--- config.mk ---
export PLATFORM = sky130hd
export DESIGN_NAME = m68k_bus_responder
export DESIGN_NICKNAME = d
export VERILOG_FILES = /design/src/rtl/m68k_bus_pkg.sv /design/src/rtl/m68k_strobe_sync.sv /design/src/rtl/m68k_bus_responder.sv
export SDC_FILE = /design/constraint.sdc
export NUM_CORES = 1
export LEC_CHECK = 0
export ABC_AREA = 0
export CORE_MARGIN = 2
export CORE_UTILIZATION = 49
export CTS_BUF_LIST = sky130_fd_sc_hd__clkbuf_8
export DETAILED_ROUTE_END_ITERATION = 16
export PLACE_DENSITY = 0.87
export REMOVE_ABC_BUFFERS = 1
export SETUP_SLACK_MARGIN = 0.15
export SKIP_CTS_REPAIR_TIMING = 1
export SYNTH_ARGS = -nofsm -noshare
export SYNTH_HDL_FRONTEND = slang
export SYNTH_SLANG_ARGS = --single-unit
--- constraint.sdc ---
create_clock -name C100 -period 7.25 [get_ports C100]
set_input_delay 1.8125 -clock C100 [delete_from_list [all_inputs] [get_ports C100]]
set_output_delay 1.8125 -clock C100 [all_outputs]
set_load 0.01 [all_outputs]
--- src/rtl/m68k_bus_pkg.sv ---
// Shared types and constants for the 68010 slave-side bus responder.
package m68k_bus_pkg;

    typedef enum logic [2:0] {
        ST_IDLE  = 3'd0,
        ST_REQ   = 3'd1,
        ST_WAIT  = 3'd2,
        ST_ACK   = 3'd3,
        ST_BERR  = 3'd4,
        ST_DRAIN = 3'd5
    } state_e;

    localparam logic [2:0] FC_USER_DATA = 3'b001;
    localparam logic [2:0] FC_USER_PROG = 3'b010;
    localparam logic [2:0] FC_SUPV_DATA = 3'b101;
    localparam logic [2:0] FC_SUPV_PROG = 3'b110;
    localparam logic [2:0] FC_CPU_SPACE = 3'b111;

    localparam logic [1:0] BE_UPPER = 2'b10;
    localparam logic [1:0] BE_LOWER = 2'b01;
    localparam logic [1:0] BE_WORD  = 2'b11;

    // CPU space (IACK, breakpoint) cycles never select a memory window.
    function automatic logic addr_hit(input logic [22:0] addr,
                                      input logic [2:0]  fc,
                                      input logic [23:0] base,
                                      input logic [23:0] mask);
        return ((({addr, 1'b0}) & mask) == (base & mask)) && (fc != FC_CPU_SPACE);
    endfunction

endpackage

--- src/rtl/m68k_strobe_sync.sv ---
// Multi-flop synchronizer for an active-low bus strobe; resets to the negated level.
module m68k_strobe_sync #(
    parameter int unsigned SYNC_STAGES = 2
) (
    input  logic clk_i,
    input  logic rst_i,
    input  logic d_i,
    output logic q_o
);

    logic [SYNC_STAGES-1:0] sync_q;

    always_ff @(posedge clk_i or posedge rst_i) begin
        if (rst_i) begin
            sync_q <= '1;
        end else begin
            sync_q <= {sync_q[SYNC_STAGES-2:0], d_i};
        end
    end

    assign q_o = sync_q[SYNC_STAGES-1];

endmodule

--- src/rtl/m68k_bus_responder.sv ---
// 68010 asynchronous-bus slave: decodes a window, runs a level req/ack to a
// backend and answers with DTACK (plus read data) or BERR on backend timeout.
module m68k_bus_responder
    import m68k_bus_pkg::*;
#(
    parameter logic [23:0] BASE        = 24'h000000,
    parameter logic [23:0] MASK        = 24'hF00000,
    parameter int unsigned WAIT_STATES = 0,
    parameter int unsigned TIMEOUT     = 64,
    parameter int unsigned SYNC_STAGES = 2
) (
    input  logic        C100,
    input  logic        reset,
    input  logic        as_n,
    input  logic        rw_n,
    input  logic        uds_n,
    input  logic        lds_n,
    input  logic [2:0]  fc,
    input  logic [22:0] addr,
    input  logic [15:0] d_in,
    output logic [15:0] d_out,
    output logic        d_oe,
    output logic        dtack_n,
    output logic        berr_n,
    output logic        mem_req,
    output logic        mem_we,
    output logic [22:0] mem_addr,
    output logic [1:0]  mem_be,
    output logic [15:0] mem_wdata,
    input  logic [15:0] mem_rdata,
    input  logic        mem_ack
);

    localparam int unsigned TW      = (TIMEOUT > 2) ? $clog2(TIMEOUT) : 1;
    localparam logic [TW-1:0] TO_LAST = TW'(TIMEOUT - 1);
    localparam logic [3:0]  WS_LAST = (WAIT_STATES > 0) ? 4'(WAIT_STATES - 1) : 4'd0;

    logic as_sn, uds_sn, lds_sn;
    logic as_act, uds_act, lds_act;

    m68k_strobe_sync #(.SYNC_STAGES(SYNC_STAGES)) u_sync_as  (.clk_i(C100), .rst_i(reset), .d_i(as_n),  .q_o(as_sn));
    m68k_strobe_sync #(.SYNC_STAGES(SYNC_STAGES)) u_sync_uds (.clk_i(C100), .rst_i(reset), .d_i(uds_n), .q_o(uds_sn));
    m68k_strobe_sync #(.SYNC_STAGES(SYNC_STAGES)) u_sync_lds (.clk_i(C100), .rst_i(reset), .d_i(lds_n), .q_o(lds_sn));

    assign as_act  = ~as_sn;
    assign uds_act = ~uds_sn;
    assign lds_act = ~lds_sn;

    state_e        state_q, state_d;
    logic [TW-1:0] to_cnt_q, to_cnt_d;
    logic [3:0]    ws_cnt_q, ws_cnt_d;
    logic          we_q, we_d;
    logic [22:0]   addr_q, addr_d;
    logic [1:0]    be_q, be_d;
    logic [15:0]   wdata_q, wdata_d;
    logic [15:0]   rdata_q, rdata_d;

    always_ff @(posedge C100 or posedge reset) begin
        if (reset) begin
            state_q  <= ST_IDLE;
            to_cnt_q <= '0;
            ws_cnt_q <= '0;
            we_q     <= 1'b0;
            addr_q   <= '0;
            be_q     <= '0;
            wdata_q  <= '0;
            rdata_q  <= '0;
        end else begin
            state_q  <= state_d;
            to_cnt_q <= to_cnt_d;
            ws_cnt_q <= ws_cnt_d;
            we_q     <= we_d;
            addr_q   <= addr_d;
            be_q     <= be_d;
            wdata_q  <= wdata_d;
            rdata_q  <= rdata_d;
        end
    end

    always_comb begin
        state_d  = state_q;
        to_cnt_d = to_cnt_q;
        ws_cnt_d = ws_cnt_q;
        we_d     = we_q;
        addr_d   = addr_q;
        be_d     = be_q;
        wdata_d  = wdata_q;
        rdata_d  = rdata_q;
        case (state_q)
            ST_IDLE: begin
                to_cnt_d = '0;
                ws_cnt_d = '0;
                if (as_act && (uds_act || lds_act) && addr_hit(addr, fc, BASE, MASK)) begin
                    we_d    = ~rw_n;
                    addr_d  = addr;
                    be_d    = {uds_act, lds_act};
                    wdata_d = d_in;
                    state_d = ST_REQ;
                end
            end
            ST_REQ: begin
                // Ack beats both AS negation and timeout in the same cycle.
                if (mem_ack) begin
                    rdata_d = mem_rdata;
                    state_d = (WAIT_STATES > 0) ? ST_WAIT : ST_ACK;
                end else if (!as_act) begin
                    state_d = ST_DRAIN;
                end else if (to_cnt_q == TO_LAST) begin
                    state_d = ST_BERR;
                end else begin
                    to_cnt_d = to_cnt_q + TW'(1);
                end
            end
            ST_WAIT: begin
                if (!as_act) begin
                    state_d = ST_IDLE;
                end else if (ws_cnt_q == WS_LAST) begin
                    state_d = ST_ACK;
                end else begin
                    ws_cnt_d = ws_cnt_q + 4'd1;
                end
            end
            ST_ACK, ST_BERR: begin
                if (!as_act) begin
                    state_d = ST_IDLE;
                end
            end
            ST_DRAIN: begin
                if (mem_ack || (to_cnt_q == TO_LAST)) begin
                    state_d = ST_IDLE;
                end else begin
                    to_cnt_d = to_cnt_q + TW'(1);
                end
            end
            default: state_d = ST_IDLE;
        endcase
    end

    // Bus-facing outputs decode straight from state so reset releases them at once.
    assign dtack_n   = (state_q != ST_ACK);
    assign berr_n    = (state_q != ST_BERR);
    assign d_oe      = (state_q == ST_ACK) && !we_q;
    assign d_out     = d_oe ? rdata_q : '0;
    assign mem_req   = (state_q == ST_REQ) || (state_q == ST_DRAIN);
    assign mem_we    = we_q;
    assign mem_addr  = addr_q;
    assign mem_be    = be_q;
    assign mem_wdata = wdata_q;

endmodule

-- Word-level counts from Yosys, hierarchy flattened
Index checks and enable logic that the tools add are counted.
- output and inout port bits: 62
- input bits: 65
- bits in registers: 77
- logic and storage cells: 74
- muxes and demuxes: 18
- bitwise operators: 4
- equality and inequality tests: 20
- reduce and logical (&&, ||, !) cells: 19
- $add $sub $neg: 2
- operators with widths (kind ; number):
    zero test 24 bit ; 1
    two-way mux 3 bit ; 8
    two-way mux 6 bit ; 4
    case mux 6 bit (3 select lines) ; 1
    two-way mux 16 bit ; 1
    inequality test 2 bit, second input constant ; 8
    case mux 3 bit (5 select lines) ; 1
    AND reduction 5 bit ; 2
    two-way mux 4 bit ; 2
    case mux 4 bit (2 select lines) ; 1
    adder 6 x 1 -> 6 bit, second input constant ; 1
    == test 3 x 2 -> 1 bit, second input constant ; 2
    == test 3 bit, second input constant ; 2
    == test 6 bit, second input constant ; 1
    inequality test 3 x 2 -> 1 bit, second input constant ; 2
    inequality test 3 bit, second input constant ; 2
    adder 4 x 1 -> 4 bit, second input constant ; 1
    logical AND 1 bit ; 4
    zero test 4 bit ; 1
    inequality test 4 x 3 -> 1 bit, second input constant ; 1
    NOT 1 bit ; 4
    AND reduction 2 bit ; 2
    == test 3 x 1 -> 1 bit, second input constant ; 1
    zero test 3 bit ; 1
    7 further kinds ; 9

-- Logic depth before layout (Yosys ltp)
- word-level depth: 6
- mapped depth: 6
- gate-level depth less buffers: 6

-- Modules after synthesis
A second synthesis with hierarchy kept.
- cell total of the unflattened synthesis: 234
- area total of the unflattened synthesis: 3405.8 µm²
- by module, submodules not included (module ; cells an instance ; seq. area each (µm²) ; times used ; area each (µm²)):
    m68k_bus_responder ; 225 ; 1776.7 ; 1 ; 3236.9
    m68k_strobe_sync ; 3 ; 52.6 ; 3 ; 56.3

-- Least setup slack after synthesis
No wires, ideal clock.
- kind: reg-to-output
- start: reg state_q[2]
- end: out d_out[10]
- slack: 3.933 ns
- arrival time: 1.504 ns
- required time: 5.438 ns
- cell stages (with the launch flop): 6
- buffers on the path: 2
- path through: dfrtp_1 buf_6 or3_1 nor2_2 buf_2 and2_1
- word-level cells in the longest chain between the ends: 3
- ends and longest elaborated chain (element ; line ; RTL):
    start: declaration ; m68k_bus_responder.sv:49 ; state_e state_q, state_d;
    start signal: assignment ; m68k_bus_responder.sv:69 ; state_q <= state_d;
    == test 3 x 2 -> 1 bit ; m68k_bus_responder.sv:142 ; assign d_oe = (state_q == ST_ACK) && !we_q;
    logical AND 1 bit ; m68k_bus_responder.sv:142 ;
    named net d_oe ; m68k_bus_responder.sv:22 ; output logic d_oe,
    two-way mux 16 bit ; m68k_bus_responder.sv:143 ; assign d_out = d_oe ? rdata_q : '0;
    end: declaration ; m68k_bus_responder.sv:21 ; output logic [15:0] d_out,
The timed path passes the listed nets, and every way through them passes these cells.

-- Final worst setup path
- start: reg state_q[1]
- end: out d_out[2]
- word-level cells in the longest chain between the ends: 3
- ends and longest elaborated chain (element ; line):
    == test 3 x 2 -> 1 bit ; m68k_bus_responder.sv:142
    logical AND 1 bit ; m68k_bus_responder.sv:142
    two-way mux 16 bit ; m68k_bus_responder.sv:143
Every way passes these cells.

==> flow_summary.yaml <==
sta:
  setup_ws_ns: 2.85
  rsz0062_at_grt: "false"
  timing.final.crit_share: 0.607
  setup_viol_count_final: 0
  fin_crit_ns: 4.40
  max-slew-margin-rel: 0.371
  fin_tns_setup_ns: 0
  fmax_mhz: 227
  final_hold_viol_count: 0
  finalMaxSlewViolations: 0
  worst_pin_slew_ns: 0.942
  whs_ns: 0.355
  skew_ns: 0.00933
place:
  routabilityCongestion: 0.823
  dp_hpwl_um: 5270
  port_buffers: 126
  preCtsSetupSlack_ns: 3.14
yosys:
  yosysTopAreaCellShare: 0.522
  synthCells: 245
  synth_seq_cells: 77
  synth_edf_count: 0
  ys_warn_count: 0
  synthFlopType: "dfrtp_1"
  synth_cell_types: 44
  async_flop_share: 1.00
  netlist_area_um2: 3400
  yosysSeqAreaShare: 0.568
  yosysTopAreaCell: "dfrtp_1"
  synth_area_leaders: "dfrtp_1 (52%), mux2_4 (13%), mux2_2 (6.9%), dfstp_2 (4.6%), and2_1 (3.9%)"
  syn_avg_cell_area_um2: 13.9
critical_path:
  critPathKind: "reg -> out"
  worst_setup_path_start_kind: "register"
  arrival_ns: 2.59
  crit_buf_inv: 2
  critPathCaptureType: "primary output"
  required_ns: 5.44
  worstPathCellList: "inv_1, or3_1, nor2_2, and2_1, clkdlybuf4s50_1"
  slowest_delay_ns: 0.57
  cp_slowest_cell: "dfrtp_1"
  path_delay_family: "simple AND/OR/NAND/NOR gates"
  cp_num_cells: 5
  path_max_fanout: 17
  rr_worst_depth: 3
pwr:
  ir_drop_mv: 0.198
  p_leak_uw: 0.00220
  p_per_area_nw_per_um2: 328
status:
  status: "finished, final reports clean"
clocking:
  root_buffer: "clkbuf_8"
  clk_path_buf_depth: 2
  clkLatencyLatePin_ns: 0.35
  clock-sinks: 77
  numCtsBuffers: 9
  htreeDepth: 3
  cts_tree: "built"
  path_clk_slew_ns: 0.08
drt:
  dr.pass1.iters: 4
  wl_per_cell_um: 15.8
  vias: 2377
  wl_met1_um: 2910
  top_layer: "met4"
  met3_length_um: 571
  wl_met2_um: 3630
  postRouteAntennaNets: 0
  remaining_drc_errors: 0
  drt_iter0_drc: 87
  wl_um: 7270
  routed_via_density: 5.18
global_routing:
  antenna_found_initial: 0
  grt_pass1_wl_um: 11700
  grt_overflow: 0
  grt.total_usage: 0.200
  first_global_vias: 2420
  grt_max_degree: 78
job:
  cap_violations: 0
cells_and_area:
  nNetsFinal: 442
  drive_above_1_share: 0.219
  antennaDiodeCount: 0
  area_growth_pct: 43.3
die:
  core_region_area_um2: 6760
  std_cell_rows: 30
  die_y_um: 87.3
  die_x_um: 87.3
  die-area_um2: 7630
  initial_core_util: 0.504
  ios: 127
worst_hold_path:
  min_path_type: "reg -> reg"
  min_path_cells: 0
==> per-layer routing <==
layer | track usage | vias to the layer above
li1 | - | 1112
met1 | 0.239 | 1156
met2 | 0.329 | 94
met3 | 0.0682 | 15
met4 | 0.0839 | 0
met5 | 0 | -
==> through the flow <==
step / util / instance area, µm² / power [µW] / std cells
floorplan: - / 3330 / 999 / 236
global placement: 0.696 / 4700 / 1290 / 443
detailed placement: 0.696 / 4700 / 1320 / 443
CTS: 0.722 / 4880 / 1610 / 459
global route: 0.722 / 4880 / 1690 / 459
finish: 0.722 / 4880 / 1600 / 459
==> worst paths after layout <==
check | from | to | slack, ns
max reg2reg | state_q[2] | mem_wdata[11] | 4.85
min | u_sync_as.sync_q[0] | u_sync_as.sync_q[1] | 0.36
max | state_q[1] | d_out[2] | 2.85
min reg2reg | u_sync_as.sync_q[0] | u_sync_as.sync_q[1] | 0.36
max in group asynchronous | reset | mem_addr[18] | 4.59
min in group asynchronous | reset | mem_wdata[1] | 2.06
==> logic make-up (layout without fill, tap and decap cells) <==
group                    count (synthesis)  in the layout  share of synthesized area
adder cells (fa/ha/maj)                  3              3                     0.0110
XOR/XNOR                                 3              3                    0.00772
buffers and inverters                   17            151                     0.0305
multiplexers                            52             52                      0.205
flip-flops                              77             77                      0.568
AO/OA/AOI/OAI                           30             30                     0.0654
AND/OR/NAND/NOR                         63             63                      0.112
==> where the power goes <==
part / switching (µW) / total (µW) / internal [µW]
Sequential: 102 / 677 / 575
Combinational: 232 / 629 / 397
Clock: 161 / 294 / 133
Total: 495 / 1600 / 1110
==> cell usage after synthesis, drive strengths merged (3+ instances only) <==
library cell and number:
and2 21, nand2 12, nor2 7, dfrtp 71
o21ai 8, nand3 5, a31oi 3, a21oi 6
mux2 52, dfstp 6, nor3 4, ha 3
inv 8, buf 8
==> worst reg2reg max path: stages, from the launching register on <==
cell	delay, ns
dfrtp_1	0.54
nor3_4	0.37
nand4_4	0.75
mux2_4	0.62
==> state kept, by name (all words and copies together), names as in the netlist <==
register	flops
state_q	3
u_sync_uds.sync_q	2
rdata_q	16
ws_cnt_q	4
u_sync_lds.sync_q	2
mem_we	1
mem_be	2
u_sync_as.sync_q	2
mem_wdata	16
mem_addr	23
to_cnt_q	6
==> cell type report <==
| class | instances | area (µm²) |
|---|---|---|
| sequential | 77 | 1930 |
| fill | 456 | 1880 |
| multi-input combinational | 151 | 1370 |
| timing repair buffer | 127 | 1270 |
| clock buffer | 10 | 138 |
| tap | 80 | 100 |
| clock inverter | 6 | 38.8 |
| inverter | 8 | 31.3 |
==> cell usage in the layout, fill, tap and decap left out, types with 2 or more instances in the layout <==
| cell type | n |
|---|---|
| nor2_1 | 6 |
| nor3_1 | 2 |
| xor2_1 | 2 |
| a31oi_1 | 3 |
| o221ai_1 | 2 |
| nand3_1 | 5 |
| a21oi_1 | 6 |
| o21a_1 | 2 |
| and2_1 | 21 |
| or2_2 | 2 |
| dfrtp_1 | 71 |
| mux2_2 | 21 |
| inv_1 | 8 |
| dfstp_2 | 6 |
| nor3_4 | 2 |
| clkbuf_8 | 10 |
| and3_1 | 2 |
| nand2_1 | 12 |
| or3_1 | 2 |
| o21ai_0 | 8 |
| ha_1 | 3 |
| mux2_4 | 30 |
| clkdlybuf4s50_1 | 126 |
| clkinv_2 | 3 |
| nor2b_1 | 2 |
(Power assumes the default switching activity.)
